File: src/rtl/rr_pkg.sv
// ----------------------------------------------------------------------------
// rr_pkg
// Shared definitions for the MSDF radix-R online multiplier sequencer:
//   - digit width derived from the radix
//   - the illegal digit code (MSB set, all other bits clear)
//   - scheduler state encoding
//   - operand slot index helper (MSD lives in the top slot)
// ----------------------------------------------------------------------------
package rr_pkg;

  // Widest digit the helpers below are able to describe.
  localparam int unsigned MAX_DW = 16;

  typedef enum logic [2:0] {
    ST_IDLE    = 3'd0,
    ST_WAIT_IN = 3'd1,
    ST_PH0     = 3'd2,
    ST_PH1     = 3'd3,
    ST_OUT     = 3'd4,
    ST_DONE    = 3'd5
  } state_e;

  // Signed digit in [-(R-1), R-1] needs log2(R) magnitude bits plus a sign.
  function automatic int digit_width(input int radix);
    return $clog2(radix) + 1;
  endfunction

  // The most negative two's complement code lies outside the digit set.
  // Returned zero-extended to MAX_DW bits.
  function automatic logic [MAX_DW-1:0] illegal_code(input int dw);
    logic [MAX_DW-1:0] one_v;
    one_v = {{(MAX_DW-1){1'b0}}, 1'b1};
    return one_v << (dw - 1);
  endfunction

  // Digit k of an MSD-first operand occupies slot n-1-k.
  function automatic int slot_idx(input int n, input int k);
    return n - 1 - k;
  endfunction

endpackage

File: src/rtl/rr_digit_append.sv
// ----------------------------------------------------------------------------
// rr_digit_append
// Appended-operand register file holding X[j] and Y[j] as packed vectors of
// N digits. One slot index is shared by both write enables; clr_i wipes both
// vectors at the start of an operation.
//
// Ports:
//   clk_i, rst_ni   clock, asynchronous active-low reset
//   clr_i           synchronous clear of both vectors
//   we_x_i, we_y_i  write x_digit_i / y_digit_i into slot slot_i
//   slot_i          target slot (N-1 is the most significant)
//   x_vec_o, y_vec_o current packed X and Y vectors
// ----------------------------------------------------------------------------
module rr_digit_append #(
  parameter  int D      = 3,
  parameter  int N      = 8,
  localparam int SLOT_W = $clog2(N)
) (
  input  logic              clk_i,
  input  logic              rst_ni,
  input  logic              clr_i,
  input  logic              we_x_i,
  input  logic              we_y_i,
  input  logic [SLOT_W-1:0] slot_i,
  input  logic [D-1:0]      x_digit_i,
  input  logic [D-1:0]      y_digit_i,
  output logic [D*N-1:0]    x_vec_o,
  output logic [D*N-1:0]    y_vec_o
);

  logic [D*N-1:0] x_q;
  logic [D*N-1:0] y_q;

  // Slot-addressed writes into the X and Y operand vectors.
  always_ff @(posedge clk_i or negedge rst_ni) begin
    if (!rst_ni) begin
      x_q <= '0;
      y_q <= '0;
    end else if (clr_i) begin
      x_q <= '0;
      y_q <= '0;
    end else begin
      for (int i = 0; i < N; i++) begin
        if (we_x_i && (slot_i == SLOT_W'(i))) begin
          x_q[i*D +: D] <= x_digit_i;
        end
        if (we_y_i && (slot_i == SLOT_W'(i))) begin
          y_q[i*D +: D] <= y_digit_i;
        end
      end
    end
  end

  assign x_vec_o = x_q;
  assign y_vec_o = y_q;

endmodule

File: src/rtl/rr_mult_sched.sv
// ----------------------------------------------------------------------------
// rr_mult_sched
// Sequencer for the MSDF radix-R online multiplier. Accepts operand digit
// pairs MSD-first, keeps the appended operands X/Y, time-shares one partial
// product generator between x_k*Y[k] (phase 0) and y_k*X[k-1] (phase 1), and
// returns result digits after the online delay.
//
// Ports:
//   clk, rst_n                    clock, asynchronous active-low reset
//   start, busy, done, err        operation control / status
//   in_valid, in_ready, in_x/y    operand digit handshake
//   dp_a, dp_b                    vector / digit operands to rR_mult_pp
//   dp_clr, dp_acc, dp_phase,
//   dp_shift, dp_z                residual datapath control and selected digit
//   z_digit, z_valid, z_ready     result digit handshake
// ----------------------------------------------------------------------------
module rr_mult_sched
  import rr_pkg::*;
#(
  parameter  int RADIX = 4,
  parameter  int N     = 8,
  parameter  int DELTA = 2,
  localparam int D     = digit_width(RADIX)
) (
  input  logic           clk,
  input  logic           rst_n,
  input  logic           start,
  output logic           busy,
  input  logic           in_valid,
  output logic           in_ready,
  input  logic [D-1:0]   in_x,
  input  logic [D-1:0]   in_y,
  output logic [D*N-1:0] dp_a,
  output logic [D-1:0]   dp_b,
  output logic           dp_clr,
  output logic           dp_acc,
  output logic           dp_phase,
  output logic           dp_shift,
  input  logic [D-1:0]   dp_z,
  output logic [D-1:0]   z_digit,
  output logic           z_valid,
  input  logic           z_ready,
  output logic           done,
  output logic           err
);

  localparam int K_W    = $clog2(N + DELTA + 1);
  localparam int SLOT_W = $clog2(N);
  localparam logic [MAX_DW-1:0] ILLEGAL_CODE = illegal_code(D);

  state_e         state_q, state_d;
  logic [K_W-1:0] k_q, k_d;
  logic [D-1:0]   xk_q, xk_d;
  logic [D-1:0]   yk_q, yk_d;
  logic [D-1:0]   z_q, z_d;
  logic           err_q, err_d;

  logic [K_W-1:0]    k_inc_s;
  logic              k_lt_n_s;
  logic              next_has_input_s;
  logic              k_last_s;
  logic              x_bad_s, y_bad_s;
  logic [D-1:0]      x_clean_s, y_clean_s;
  logic [SLOT_W-1:0] slot_s;
  logic              app_clr_s, we_x_s, we_y_s;
  logic [D*N-1:0]    x_vec_s, y_vec_s;

  assign k_inc_s          = k_q + K_W'(1);
  assign k_lt_n_s         = (k_q < K_W'(N));
  assign next_has_input_s = (k_inc_s < K_W'(N));
  assign k_last_s         = (k_q == K_W'(N + DELTA - 1));
  // Slot is only consumed while k < N, so truncation in the tail is harmless.
  assign slot_s           = SLOT_W'(slot_idx(N, int'(k_q)));

  // Illegal codes are replaced with zero so the pp generator never sees them.
  assign x_bad_s   = (MAX_DW'(in_x) == ILLEGAL_CODE);
  assign y_bad_s   = (MAX_DW'(in_y) == ILLEGAL_CODE);
  assign x_clean_s = x_bad_s ? '0 : in_x;
  assign y_clean_s = y_bad_s ? '0 : in_y;

  rr_digit_append #(
    .D (D),
    .N (N)
  ) u_append (
    .clk_i     (clk),
    .rst_ni    (rst_n),
    .clr_i     (app_clr_s),
    .we_x_i    (we_x_s),
    .we_y_i    (we_y_s),
    .slot_i    (slot_s),
    .x_digit_i (xk_q),
    .y_digit_i (y_clean_s),
    .x_vec_o   (x_vec_s),
    .y_vec_o   (y_vec_s)
  );

  // State and iteration registers.
  always_ff @(posedge clk or negedge rst_n) begin
    if (!rst_n) begin
      state_q <= ST_IDLE;
      k_q     <= '0;
      xk_q    <= '0;
      yk_q    <= '0;
      z_q     <= '0;
      err_q   <= 1'b0;
    end else begin
      state_q <= state_d;
      k_q     <= k_d;
      xk_q    <= xk_d;
      yk_q    <= yk_d;
      z_q     <= z_d;
      err_q   <= err_d;
    end
  end

  // Next-state, register updates and datapath strobes.
  always_comb begin
    state_d   = state_q;
    k_d       = k_q;
    xk_d      = xk_q;
    yk_d      = yk_q;
    z_d       = z_q;
    err_d     = err_q;
    app_clr_s = 1'b0;
    we_x_s    = 1'b0;
    we_y_s    = 1'b0;
    in_ready  = 1'b0;
    dp_a      = '0;
    dp_b      = '0;
    dp_clr    = 1'b0;
    dp_acc    = 1'b0;
    dp_phase  = 1'b0;
    dp_shift  = 1'b0;
    z_valid   = 1'b0;
    done      = 1'b0;

    case (state_q)
      ST_IDLE: begin
        if (start && rst_n) begin
          state_d   = ST_WAIT_IN;
          dp_clr    = 1'b1;
          app_clr_s = 1'b1;
          k_d       = '0;
          xk_d      = '0;
          yk_d      = '0;
          err_d     = 1'b0;
        end else begin
          state_d = ST_IDLE;
        end
      end

      ST_WAIT_IN: begin
        in_ready = 1'b1;
        if (in_valid) begin
          xk_d    = x_clean_s;
          yk_d    = y_clean_s;
          we_y_s  = 1'b1;
          err_d   = err_q | x_bad_s | y_bad_s;
          state_d = ST_PH0;
        end else begin
          state_d = ST_WAIT_IN;
        end
      end

      // Y already holds y_k, so this is x_k * Y[k].
      ST_PH0: begin
        dp_a    = y_vec_s;
        dp_b    = xk_q;
        dp_acc  = 1'b1;
        state_d = ST_PH1;
      end

      // X does not hold x_k yet, so this is y_k * X[k-1].
      ST_PH1: begin
        dp_a     = x_vec_s;
        dp_b     = yk_q;
        dp_acc   = 1'b1;
        dp_phase = 1'b1;
        dp_shift = 1'b1;
        we_x_s   = k_lt_n_s;
        if (k_q >= K_W'(DELTA)) begin
          z_d     = dp_z;
          state_d = ST_OUT;
        end else begin
          k_d = k_inc_s;
          if (next_has_input_s) begin
            state_d = ST_WAIT_IN;
          end else begin
            state_d = ST_PH0;
            xk_d    = '0;
            yk_d    = '0;
          end
        end
      end

      ST_OUT: begin
        z_valid = 1'b1;
        if (z_ready) begin
          k_d = k_inc_s;
          if (k_last_s) begin
            state_d = ST_DONE;
          end else if (next_has_input_s) begin
            state_d = ST_WAIT_IN;
          end else begin
            // Tail iteration: no handshake, operand digits are zero.
            state_d = ST_PH0;
            xk_d    = '0;
            yk_d    = '0;
          end
        end else begin
          state_d = ST_OUT;
        end
      end

      ST_DONE: begin
        done    = 1'b1;
        state_d = ST_IDLE;
      end

      default: begin
        state_d = ST_IDLE;
      end
    endcase
  end

  assign busy    = (state_q != ST_IDLE);
  assign z_digit = z_q;
  assign err     = err_q;

endmodule

File: config.mk
export PLATFORM = sky130hd
export DESIGN_NAME = rr_mult_sched
export DESIGN_NICKNAME = d
export VERILOG_FILES = /design/src/rtl/rr_pkg.sv /design/src/rtl/rr_digit_append.sv /design/src/rtl/rr_mult_sched.sv
export SDC_FILE = /design/constraint.sdc
export NUM_CORES = 1
export LEC_CHECK = 0
export BUFFER_PORTS_ARGS = -buffer_cell sky130_fd_sc_hd__buf_2
export CAP_MARGIN = 20
export CORE_ASPECT_RATIO = 0.6
export CORE_MARGIN = 4
export CORE_UTILIZATION = 40
export CTS_CLUSTER_SIZE = 24
export DETAILED_ROUTE_END_ITERATION = 10
export PLACE_DENSITY = 0.68
export SLEW_MARGIN = 10
export SYNTH_ARGS = -nofsm -noshare
export SYNTH_HDL_FRONTEND = slang
export SYNTH_HIERARCHICAL = 1
export SYNTH_SLANG_ARGS = --single-unit
File: constraint.sdc
create_clock -name clk -period 2.2 [get_ports clk]
set_input_delay 0.44 -clock clk [delete_from_list [all_inputs] [get_ports clk]]
set_output_delay 0.44 -clock clk [all_outputs]
set_load 0.01 [all_outputs]
Yosys cells after proc, flatten, opt, wreduce, memory -nomap -nowiden:

Cells that the tools add are included.

* flip-flop bits (word level): 65
* input port bits: 14
* word-level logic and storage cells: 152

* add/sub/neg operators: 2
* $lt $le $gt $ge: 3
* equal/unequal tests: 20
* mux-type cells: 59
* bitwise gates (word level): 2
* reductions and logical operators: 44

Operator list (count)
* 3-bit 2-to-1 mux: 32
* 24-bit 2-to-1 mux: 2
* 24-bit case mux with 2 select lines: 1
* 2-bit nonzero test: 17
* 3-bit == test, second input constant: 8
* 3-bit case mux with 4 select lines: 2
* 1-bit logical AND: 17
* 3-bit case mux with 5 select lines: 1
* 1-bit 2-to-1 mux: 13
* 3-bit by 2-bit == test with 1-bit output, second input constant: 4
* 4-bit 2-to-1 mux: 3
* 4-bit case mux with 3 select lines: 1
* 2-bit inequality test, second input constant: 5
* 4-bit < comparator, second input constant: 2
* 3-bit by 1-bit == test with 1-bit output, second input constant: 2
* 3-bit logical NOT: 2
* 3-bit case mux with 2 select lines: 1
* 6-bit AND reduction: 1
* 3-bit nonzero test: 2
* 4-bit by 1-bit adder with 4-bit output, second input constant: 1
* 4-bit == test, second input constant: 1
* 4-bit by 2-bit greater-or-equal comparator with 1-bit output, second input constant: 1
* 2-bit 2-to-1 mux: 2
* 4-bit AND reduction: 1
* other kinds (7): 8

Logic depth before layout (Yosys ltp):

Gate-level depths: netlist of run 1.

* word-level depth: 6
* gate-level depth with buffers: 7
* mapped depth without buffers: 6

Modules after synthesis:

Netlist of run 1, hierarchy kept.

Modules (own cells, without submodules)
* rr_digit_append: instances 1, cells each 182, area each 2244.7 sq um, sequential area each 1201.2 sq um
* rr_mult_sched: instances 1, cells each 162, area each 1460.2 sq um, sequential area each 425.4 sq um

Worst setup path after synthesis of run 1:

Ideal clock, no wire load.

* kind: reg-to-reg
* from: reg state_q[0]
* to: reg u_append.y_q[0] (netlist: u_append/y_vec_o[0])
* arrival: 1.941 ns
* data required time: 2.060 ns
* slack: 0.119 ns
* cell stages (with the launch flop): 8
* path buffers: 3
* cells stage by stage: dfrtp_1 > buf_6 > or3_1 > nor2_2 > clkbuf_1 > clkbuf_1 > nand2b_1 > mux2i_1

RTL lines
* start, declared: RTL line rr_mult_sched.sv:51 `state_e state_q, state_d;`
* start signal, assigned: RTL line rr_mult_sched.sv:107 `state_q <= state_d;`
* 3-bit logical NOT (*)
* 1-bit 2-to-1 mux (*)
* net dp_clr: RTL line rr_mult_sched.sv:35 `output logic dp_clr,`
* 24-bit 2-to-1 mux / 2-bit nonzero test (equally long branches)
* end signal, assigned by index: RTL line rr_digit_append.sv:48 `y_q[i*D +: D] <= y_digit_i;`
* end, declared: RTL line rr_digit_append.sv:32 `logic [D*N-1:0] y_q;`

The timed path passes the listed nets; every way through them passes the cells marked *.
A chain may end at the register's enable or synchronous reset.

Final worst setup path of run 1:

* from: reg state_q[2]
* to: out dp_clr

* word-level cells in the longest chain between the ends: 2

Ends and longest elaborated chain
* 3-bit logical NOT: RTL line rr_mult_sched.sv:137 `case (state_q)`
* 1-bit 2-to-1 mux: RTL line rr_mult_sched.sv:137
* end, declared: RTL line rr_mult_sched.sv:35

No other way between the ends.

==> summary.md, run 1 <==
| Metric | Value |
|---|---|
| Top cells by count, synth | mux2i_1 (81), dfrtp_1 (65), nand2b_1 (57), nor2_1 (34) |
| Library cells used by synthesis | between 50 and 60 |
| CP startpoint kind | register |
| CTS tree | done |
| Area leader, netlist | dfrtp_1 |
| Worst vdd ir | roughly 0.57 mV |
| Syn_area_per_cell | approximately 11 um2 |
| CP cell instances | or3_1 -> nor2_4 -> buf_2 |
| Final setup viols | 0 |
| Worst clock skew | ~0.007 ns |
| Status | finished clean |
| Max-Cap Viols | 0 |
| Synth Net Count | 360 |
| Clock period minus worst slack | 2.099 ns |
| DRC | 0 |
| Crit path max-delay cell type | dfrtp_1 |
| Total GRT Usage | 0.1799 |
| Nets | 407 |
| Synth warn | 6 |
| Routed vias | around 2,700 |
| Drt initial violations | roughly 240 |
| Count leader, synth | mux2i_1 |
| Cell Pwr Density | 1184 nW/um2 |
| Worst Hold Class | in2async |
| Critical Path RT | ~1.8 ns |
| Top cells by area, synth | dfrtp_1 (44%), mux2i_1 (22%), nand2b_1 (9.6%) |
| Final Hold Vio Count | 0 |
| Chip width | between 100 and 150 um |
| Final Routed Wirelength | between 8000 and 9000 um |
| Worst Path Class, Setup | reg2out |
| Relative slew slack | 0.4449 |
| Unrepaired setup endpoints after global routing | no |
| Largest stage delay, worst path | a little under 0.5 ns |
| CP Max Fanout | 11 |
| Clk slew on worst S/H paths | ~0.050 ns |
| Final GP Congestion | 0.8356 |
| CTS H-tree depth | 3 |
| I/O Buffers | 52 |
| Slew Viols, Final | 0 |
| Main synth FF type | dfrtp_1 |
| Synth Cell Area | between 3000 and 4000 um2 |
| Die extent in y | between 80 and 90 um |
| Initial core utilization | 0.4234 |
| Crit share post-route | 0.9542 |
| WP data arrival | 1.66 ns |
| Setup TNS | 0 ns |
| Leakage | approximately 0.0023 uW |
| Clk sinks | 65 |
| Vias/cell | ~5.3 |
| Wire per inst | 17.68 um |
| Dpl cell area | between 4000 and 5000 um2 |
| CTS Buffer Depth | 2 |
| Design area | approximately 4400 um2 |
| First-pass GRT wire length | ~15,000 um |
| FMAX | ~480 MHz |
| Clk Latency, worst-skew pair | ~0.34 ns |
| Largest net degree at the start of global routing | 66 |
| Post-route ant nets | 0 |
| Worst-Margin Slew | roughly 0.83 ns |
| # Post-CTS Setup Buffers | 0 |
| Share of Yosys cell area claimed by the top area cell type | 0.4390 |
| Drt pass-1 iters | 4 |
| Async SR Flop Fraction | 1.000 |
| #FFs+latches synth | 65 |
| Die area | 10,920 um2 |
| Core box area | between 8000 and 9000 um2 |
| Final HPWL DP | between 6000 and 7000 um |
| # rows | 26 |
| CTS buffer count | 9 |
| Setup crit end kind | output port |
| Layout cells sized above 1 | 0.2551 |
| Final core occ | 0.4971 |
| Initial antenna violation count | 0 |
| Number of global-route vias before repair | 2,704 |
| Cells after Synth | ~340 |
| Post-synth EDFFs | 0 |
| Setup ws final | 0.1007 ns |
| Register area share after synthesis | 0.4390 |
| Area Growth Syn to Fin | 17.43% |
| Root buffer cell | clkbuf_16 |
| Total global routing overflow | 0 |
| Ant. Diodes | 0 |
| Dpl ws | between 0.15 and 0.2 ns |
| Ports | 53 |
| Post-cts hold buffer count | 0 |
## worst max-delay path: cells and delay by family (launching register included)
family        cells  cell delay, ns
flops             1            0.49
simple gates      2            0.65
buf+inv           1            0.18
## repair_timing
| item | in CTS | in global routing |
|---|---|---|
| endpoints found under the hold margin | 0 | 0 |
| endpoints found under the setup margin | 0 | 9 |
| resized for setup | 0 | 3 |
## stage by stage
step | hold WS, ns | power, uW | std cells
finish | 0.3304 | 5151 | 508
global route | 0.3294 | 5482 | 508
CTS | 0.3314 | 5193 | 508
detailed placement | 0.4949 | 3755 | 492
global placement | 0.4860 | 3701 | 492
floorplan | 0.1444 | 3171 | 344
## cell usage in the layout, fill, tap and decap left out, types with 2 or more instances in the layout
cell type   n
clkbuf_16   9
inv_1      12
mux2i_1    81
buf_4      11
dfrtp_1    64
o221ai_1    2
ha_1        2
a22o_1      2
or3_1       2
nor2_1     34
mux2_2      4
nand4b_1    6
clkbuf_1    3
nor2_4      2
a21oi_1     2
nand4bb_1   5
nand4_1     2
clkinv_2    2
nand2_1     9
nand2b_1   56
inv_2       2
buf_2      52
## cell families after synthesis
family | count (synthesis) | synth area share
simple gates | 130 | 0.2155
mux | 85 | 0.2310
flops | 65 | 0.4390
buf+inv | 43 | 0.05572
compound gates | 18 | 0.04762
fa+ha+maj | 2 | 0.006753
xor+xnor | 1 | 0.004392
## flip-flops by register name (all words and copies together) (netlist names)
name / cells
state_q: 3
err: 1
z_digit: 3
k_q: 4
yk_q: 3
u_append/y_vec_o: 24
xk_q: 3
u_append/x_vec_o: 24
## layer usage
layer / routed length (um) / part of all wire / vias to the layer above / GRT usage
met5: 0 / 0 / - / 0
met4: 75 / 0.0084 / 0 / 0.04668
met3: 615 / 0.068 / 7 / 0.06477
met2: 3755 / 0.42 / 80 / 0.2510
met1: 4532 / 0.50 / 1364 / 0.2622
li1: - / - / 1261 / -
## cell type report
| cell class | instances | area [um2] |
|---|---|---|
| Timing Repair Buffer | 64 | 354.1 |
| Sequential cell | 65 | 1628 |
| Tap cell | 112 | 140.1 |
| Clock inverter | 3 | 40.04 |
| Fill cell | 802 | 4400 |
| Clock buffer | 13 | 250.2 |
| Multi-Input combinational cell | 236 | 1879 |
| Inverter | 15 | 58.81 |
## worst paths after layout
kind,slack (ns),start,to,depth (start not counted)
setup reg to reg,0.25,state_q[2],u_append/y_vec_o[2],4
setup / recovery,0.10,state_q[2],dp_clr,3
hold reg to reg,0.50,z_digit[1],z_digit[1],1
hold / removal,0.33,rst_n,z_digit[1],2
min in group clk,0.34,dp_z[2],z_digit[2],2
max in group asynchronous,1.29,rst_n,state_q[0],2
## power breakdown
| part | switching (uW) | leakage, uW | internal [uW] |
|---|---|---|---|
| logic | 1200 | 0.00130 | 887 |
| clock network | 501 | 0.000144 | 904 |
| registers | 191 | 0.000885 | 1470 |
(Power assumes the default switching activity.)
==> run 2, diff against run 1 <==
--- a/config.mk
+++ b/config.mk
@@ -12,7 +12,8 @@
 export CORE_UTILIZATION = 40
 export CTS_CLUSTER_SIZE = 24
 export DETAILED_ROUTE_END_ITERATION = 10
-export PLACE_DENSITY = 0.68
+export PLACE_DENSITY_LB_ADDON = 0.12
+export RECOVER_POWER = 50
 export SLEW_MARGIN = 10
 export SYNTH_ARGS = -nofsm -noshare
 export SYNTH_HDL_FRONTEND = slang
==> summary.md, run 2 (synthesized netlist as in run 1, its figures left out) <==
| Metric | Value |
|---|---|
| Status | finished with violations |
| Failing checks | max-capacitance violations, max-slew violations |
| Wire per inst | approximately 18 um |
| Drt pass-1 iters | 4 |
| Cell Pwr Density | roughly 1200 nW/um2 |
| Setup ws final | just under 0.09 ns |
| Dpl ws | about 0.12 ns |
| Setup TNS | 0 ns |
| Layout cells sized above 1 | 0.2380 |
| Area Growth Syn to Fin | 16.78% |
| Final core occ | 0.4944 |
| GRT Max-Usage Layer | met2 |
| CP Max Fanout | 28 |
| Total GRT Usage | 0.1757 |
| Total global routing overflow | 0 |
| CP endpoint | dp_a[4] |
| Unrepaired setup endpoints after global routing | no |
| Non-Filler Instances | approximately 510 |
| Clock period minus worst slack | 2.111 ns |
| Worst vdd ir | about 0.5 mV |
| I/O Buffers | 52 |
| Worst clock skew | between 0.005 and 0.006 ns |
| Die area | 10,920 um2 |
| Register-to-Register Path Depth | 4 |
| Final Routed Wirelength | 9010 um |
| Worst-Margin Slew | around 1.7 ns |
| Final GP Congestion | between 0.8 and 0.9 |
| Routed vias | ~2,600 |
| Leading cell type in the layout, fill and taps excluded | mux2i_1 |
| CTS H-tree depth | 3 |
| Ant. Diodes | 0 |
| Placed Cells | between 400 and 500 |
| First-pass GRT wire length | about 15,000 um |
| Met3 GRT Util | 0.04600 |
| Post-route ant nets | 0 |
| Vias/cell | 5.140 |
| # rows | 26 |
| CTS Buffer Depth | 2 |
| Slew Viols, Final | 66 |
| Initial antenna violation count | 0 |
| DRC | 0 |
| Worst Path Class, Setup | reg2out |
| Chip width | roughly 130 um |
| RR Startpoint | state_q[0] |
| Post-cts hold buffer count | 0 |
| Largest net degree at the start of global routing | 66 |
| Nets | approximately 410 |
| Met1 usage | 0.2565 |
| Clk slew on worst S/H paths | ~0.060 ns |
| CTS tree | done |
| Core box area | around 9000 um2 |
| Initial core utilization | 0.4234 |
| Number of global-route vias before repair | 2,685 |
| Met2 GRT Util | 0.2587 |
| Crit share post-route | 0.9594 |
| FMAX | ~470 MHz |
| Root buffer cell | clkbuf_16 |
| Final setup viols | 0 |
| Critical Path RT | 1.76 ns |
| R2R setup slack | ~0.20 ns |
| CP startpoint kind | register |
| CTS buffer count | 9 |
| Most frequent cells in the layout | mux2i_1 (81), dfrtp_1 (64), nand2b_1 (57), buf_2 (47), nor2_1 (34) |
| Drt initial violations | between 100 and 150 |
| Clk Latency, worst-skew pair | 0.33 ns |
| Final HPWL DP | between 6000 and 7000 um |
| Ports | 53 |
| Worst R2R End | u_append/x_vec_o[8] |
| Setup crit end kind | output port |
| # Post-CTS Setup Buffers | 0 |
| Worst Hold Class | in2reg |
| Die extent in y | between 80 and 90 um |
| Leakage | between 0.002 and 0.0025 uW |
| Max-Cap Viols | 1 |
| Relative slew slack | -0.1175 |
| Clk sinks | 65 |
| WP data arrival | 1.67 ns |
| Final Hold Vio Count | 0 |
| CP startpoint | state_q[0] |
## run 2: area by class of cell
type | count | area [um2]
inverter | 15 | 58.81
timing repair buffer | 63 | 359.1
clock inverter | 6 | 57.56
fill | 848 | 4424
tap | 112 | 140.1
sequential | 65 | 1628
multi-input combinational | 236 | 1844
clock buffer | 10 | 239.0
## run 2: worst max-delay path, stage by stage (launching register included)
cell     delay (ns)
dfrtp_2        0.54
buf_12         0.28
mux2i_1        0.31
nor2_1         0.06
buf_2          0.14
## run 2: worst min path at each step
stage | startpoint | endpoint | slack (ns) | cells past startpoint
floorplan | rst_n | err | 0.14 | 0
global placement | z_digit[1] | z_digit[1] | 0.49 | 1
detailed placement | z_digit[1] | z_digit[1] | 0.49 | 1
CTS | dp_z[0] | z_digit[0] | 0.33 | 2
global route | dp_z[1] | z_digit[1] | 0.34 | 2
finish | dp_z[2] | z_digit[2] | 0.35 | 2
## run 2: stage by stage
stage | area (um2) | hold WS [ns] | power [uW]
floorplan | 3705 | 0.1444 | 3171
global placement | 4066 | 0.4858 | 3748
detailed placement | 4066 | 0.4950 | 3784
CTS | 4368 | 0.3329 | 5230
global route | 4327 | 0.3393 | 5425
finish | 4327 | 0.3457 | 5106
## run 2: repair_timing
item | in CTS | in global routing
endpoints found under the hold margin | 0 | 0
pin swaps | 0 | 1
endpoints found under the setup margin | 1 | 1
resized for setup | 1 | 0
## run 2: routing by layer
layer	share of wire	wire length, um	vias to the layer above
li1	-	-	1259
met1	0.53	4798	1295
met2	0.42	3799	50
met3	0.043	384	2
met4	0.0030	27	0
met5	0	0	-
## run 2: power breakdown
part | internal (uW) | switching (uW) | leakage [uW] | total, uW
sequential | 1470 | 227 | 0.000885 | 1700
clock | 898 | 506 | 0.000148 | 1400
combinational | 866 | 1140 | 0.00127 | 2010
==> run 3, diff against run 2 <==
--- a/config.mk
+++ b/config.mk
@@ -5,6 +5,7 @@
 export SDC_FILE = /design/constraint.sdc
 export NUM_CORES = 1
 export LEC_CHECK = 0
+export ABC_AREA = 1
 export BUFFER_PORTS_ARGS = -buffer_cell sky130_fd_sc_hd__buf_2
 export CAP_MARGIN = 20
 export CORE_ASPECT_RATIO = 0.6
==> constraint.sdc (replaced) <==
create_clock -name clk -period 1.7 [get_ports clk]
set_input_delay 0.34 -clock clk [delete_from_list [all_inputs] [get_ports clk]]
set_output_delay 0.34 -clock clk [all_outputs]
set_load 0.01 [all_outputs]
==> summary.md, run 3 <==
| Metric | Value |
|---|---|
| Worst Path Class, Setup | reg2out |
| Worst Hold Class | in2reg |
| Slew Viols, Final | 0 |
| Clk slew on worst S/H paths | approximately 0.050 ns |
| Initial core utilization | 0.4247 |
| Setup TNS | -6.081 ns |
| Total global routing overflow | 0 |
| Post-route ant nets | 0 |
| Clock period minus worst slack | between 1.5 and 2 ns |
| Critical Path RT | 1.36 ns |
| Worst-Margin Slew | roughly 1.1 ns |
| Final core occ | 0.5753 |
| Count leader, synth | nand2_1 |
| Crit share post-route | 1.145 |
| Leading cell type in the layout, fill and taps excluded | nand2_1 |
| CP startpoint kind | register |
| Worst clock skew | 0.004795 ns |
| Number of global-route vias before repair | between 2,000 and 3,000 |
| Largest net degree at the start of global routing | 49 |
| WHS | roughly 0.20 ns |
| Post-synthesis compound-gate area fraction | 0.08255 |
| Setup ws final | -0.2466 ns |
| Largest family of logic cells by synthesized area | simple AND/OR/NAND/NOR gates |
| Total GRT Usage | 0.2010 |
| Ant. Diodes | 0 |
| Post-synth EDFFs | 0 |
| Simple-gate area share of the yosys netlist | 0.3487 |
| I/O Buffers | 52 |
| Relative slew slack | 0.2430 |
| Layout cells sized above 1 | 0.3058 |
| Initial antenna violation count | 0 |
| CTS Buffer Depth | 2 |
| Main synth FF type | dfrtp_1 |
| Final GP Congestion | about 0.84 |
| Post-Synth Adder-Cell Area | 0.007273 |
| Die extent in y | between 70 and 80 um |
| CTS H-tree depth | 3 |
| Register area share after synthesis | 0.4727 |
| Core box area | approximately 8000 um2 |
| Area leader, netlist | dfrtp_1 |
| Top cells by count, synth | nand2_1 (129), nand3_1 (66), dfrtp_1 (65), inv_1 (31), nor2_1 (28) |
| Cells after Synth | approximately 430 |
| Library cells used by synthesis | 24 |
| CTS buffer count | 9 |
| CTS tree | done |
| DRC | 0 |
| Wire per inst | between 15 and 20 um |
| Chip width | about 130 um |
| CP Max Fanout | 18 |
| Final HPWL DP | 6485 um |
| Root buffer cell | clkbuf_16 |
| Post-synthesis mux area share | 0 |
| Synth warn | 6 |
| Status | finished with violations |
| Layout fillers | 738 |
| Synth Area in XOR/XNOR | 0.002545 |
| Top cells by area, synth | dfrtp_1 (47%), nand2_1 (14%), nand3_1 (9.6%) |
| Nets | roughly 530 |
| Share of Yosys cell area claimed by the top area cell type | 0.4727 |
| First-pass GRT wire length | approximately 16,000 um |
| Synth Net Count | 445 |
| Setup crit end kind | output port |
| Final setup viols | 34 |
| Final Routed Wirelength | 10,630 um |
| Post-cts hold buffer count | 0 |
| Final Hold Vio Count | 0 |
| Max-Cap Viols | 0 |
| Synth Cell Area | approximately 3400 um2 |
| Drt initial violations | about 280 |
| Routed vias | approximately 3,400 |
| Async SR Flop Fraction | 1.000 |
| Syn_area_per_cell | ~8 um2 |
| Drt pass-1 iters | 5 |
| Most frequent cells in the layout | nand2_1 (120), dfrtp_1 (64), nand3_1 (58), buf_2 (47), a22o_1 (27) |
| #FFs+latches synth | 65 |
| WP data arrival | around 1.6 ns |
| Unrepaired setup endpoints after global routing | yes |
| Leakage | about 0.0025 uW |
| Cell Pwr Density | approximately 1400 nW/um2 |
| Area Growth Syn to Fin | 35.45% |
| Die area | about 10,000 um2 |
| Vias/cell | about 5.4 |
| Clk Latency, worst-skew pair | around 0.34 ns |
| Failing checks | negative setup slack |
| # rows | 25 |
| Ports | 53 |
| Clk sinks | 65 |
| FMAX | ~510 MHz |
| Worst vdd ir | approximately 0.59 mV |
[run 3: changes by cell type after synthesis, moves of 19 or more]
cell / delta
a22o_1: +25
inv_1: +19
mux2i_1: -81
nand2_1: +120
nand2b_1: -57
nand3_1: +65
nand4_1: +24
[run 3: cell type report]
type / count / area, um2 / area share
multi-input cells: 301 / 1665 / 0.3573
flip-flops and latches: 65 / 1628 / 0.3493
repair buffers: 96 / 750.7 / 0.1611
clock buffers: 14 / 274.0 / 0.05879
inverters: 42 / 172.7 / 0.03705
well taps: 108 / 135.1 / 0.02899
clock inverters: 2 / 35.03 / 0.007517
[run 3: worst paths after layout]
kind | from | to | slack, ns | cells after the start
setup / recovery | state_q[2] | dp_a[15] | -0.25 | 5
hold / removal | dp_z[1] | z_digit[1] | 0.20 | 3
setup reg to reg | state_q[2] | k_q[2] | -0.01 | 8
hold reg to reg | yk_q[2] | yk_q[2] | 0.47 | 2
max in group asynchronous | rst_n | state_q[2] | 0.39 | 2
min in group asynchronous | rst_n | err | 0.51 | 2
[run 3: report_power, final]
group / leakage, uW / switching [uW] / total [uW] / internal, uW
sequential: 0.000879 / 176 / 1960 / 1780
combinational: 0.00150 / 1540 / 2620 / 1080
clock: 0.000153 / 666 / 1920 / 1250
total: 0.00253 / 2380 / 6500 / 4120
[run 3: kinds of logic (layout without fill, tap and decap cells)]
kind of cell,Yosys count,after routing
xor+xnor,1,1
flops,65,65
simple gates,262,262
compound gates,36,36
buf+inv,63,154
fa+ha+maj,2,2
[run 3: metal layers]
metal | GRT usage | vias to the layer above | share of wire
li1 | - | 1619 | -
met1 | 0.2986 | 1628 | 0.49
met2 | 0.2714 | 149 | 0.41
met3 | 0.06618 | 21 | 0.082
met4 | 0.06462 | 0 | 0.021
met5 | 0 | - | 0
[run 3: what timing repair did]
item / in CTS / in global routing
pin swaps: 0 / 14
buffers inserted: 0 / 18
cloned: 0 / 4
resized for setup: 7 / 62
setup endpoints to repair: 32 / 91
[run 3: through the flow]
stage                     cells  total power, uW  area (um2)  worst slack (ns)
final                       628             6499        4661           -0.2466
after global routing        628             6854        4661           -0.3059
after CTS                   606             5750        4218           -0.2338
after detailed placement    590             3784        3887           0.03587
after global placement      590             3773        3887           0.05769
after floorplan             429             3125        3441           0.01317
[run 3: worst max-delay path, cell delays in order (launching register included)]
cell and delay, ns:
dfrtp_2 0.47, buf_12 0.15, nor2_4 0.16, buf_12 0.17, a22o_1 0.18, buf_2 0.14
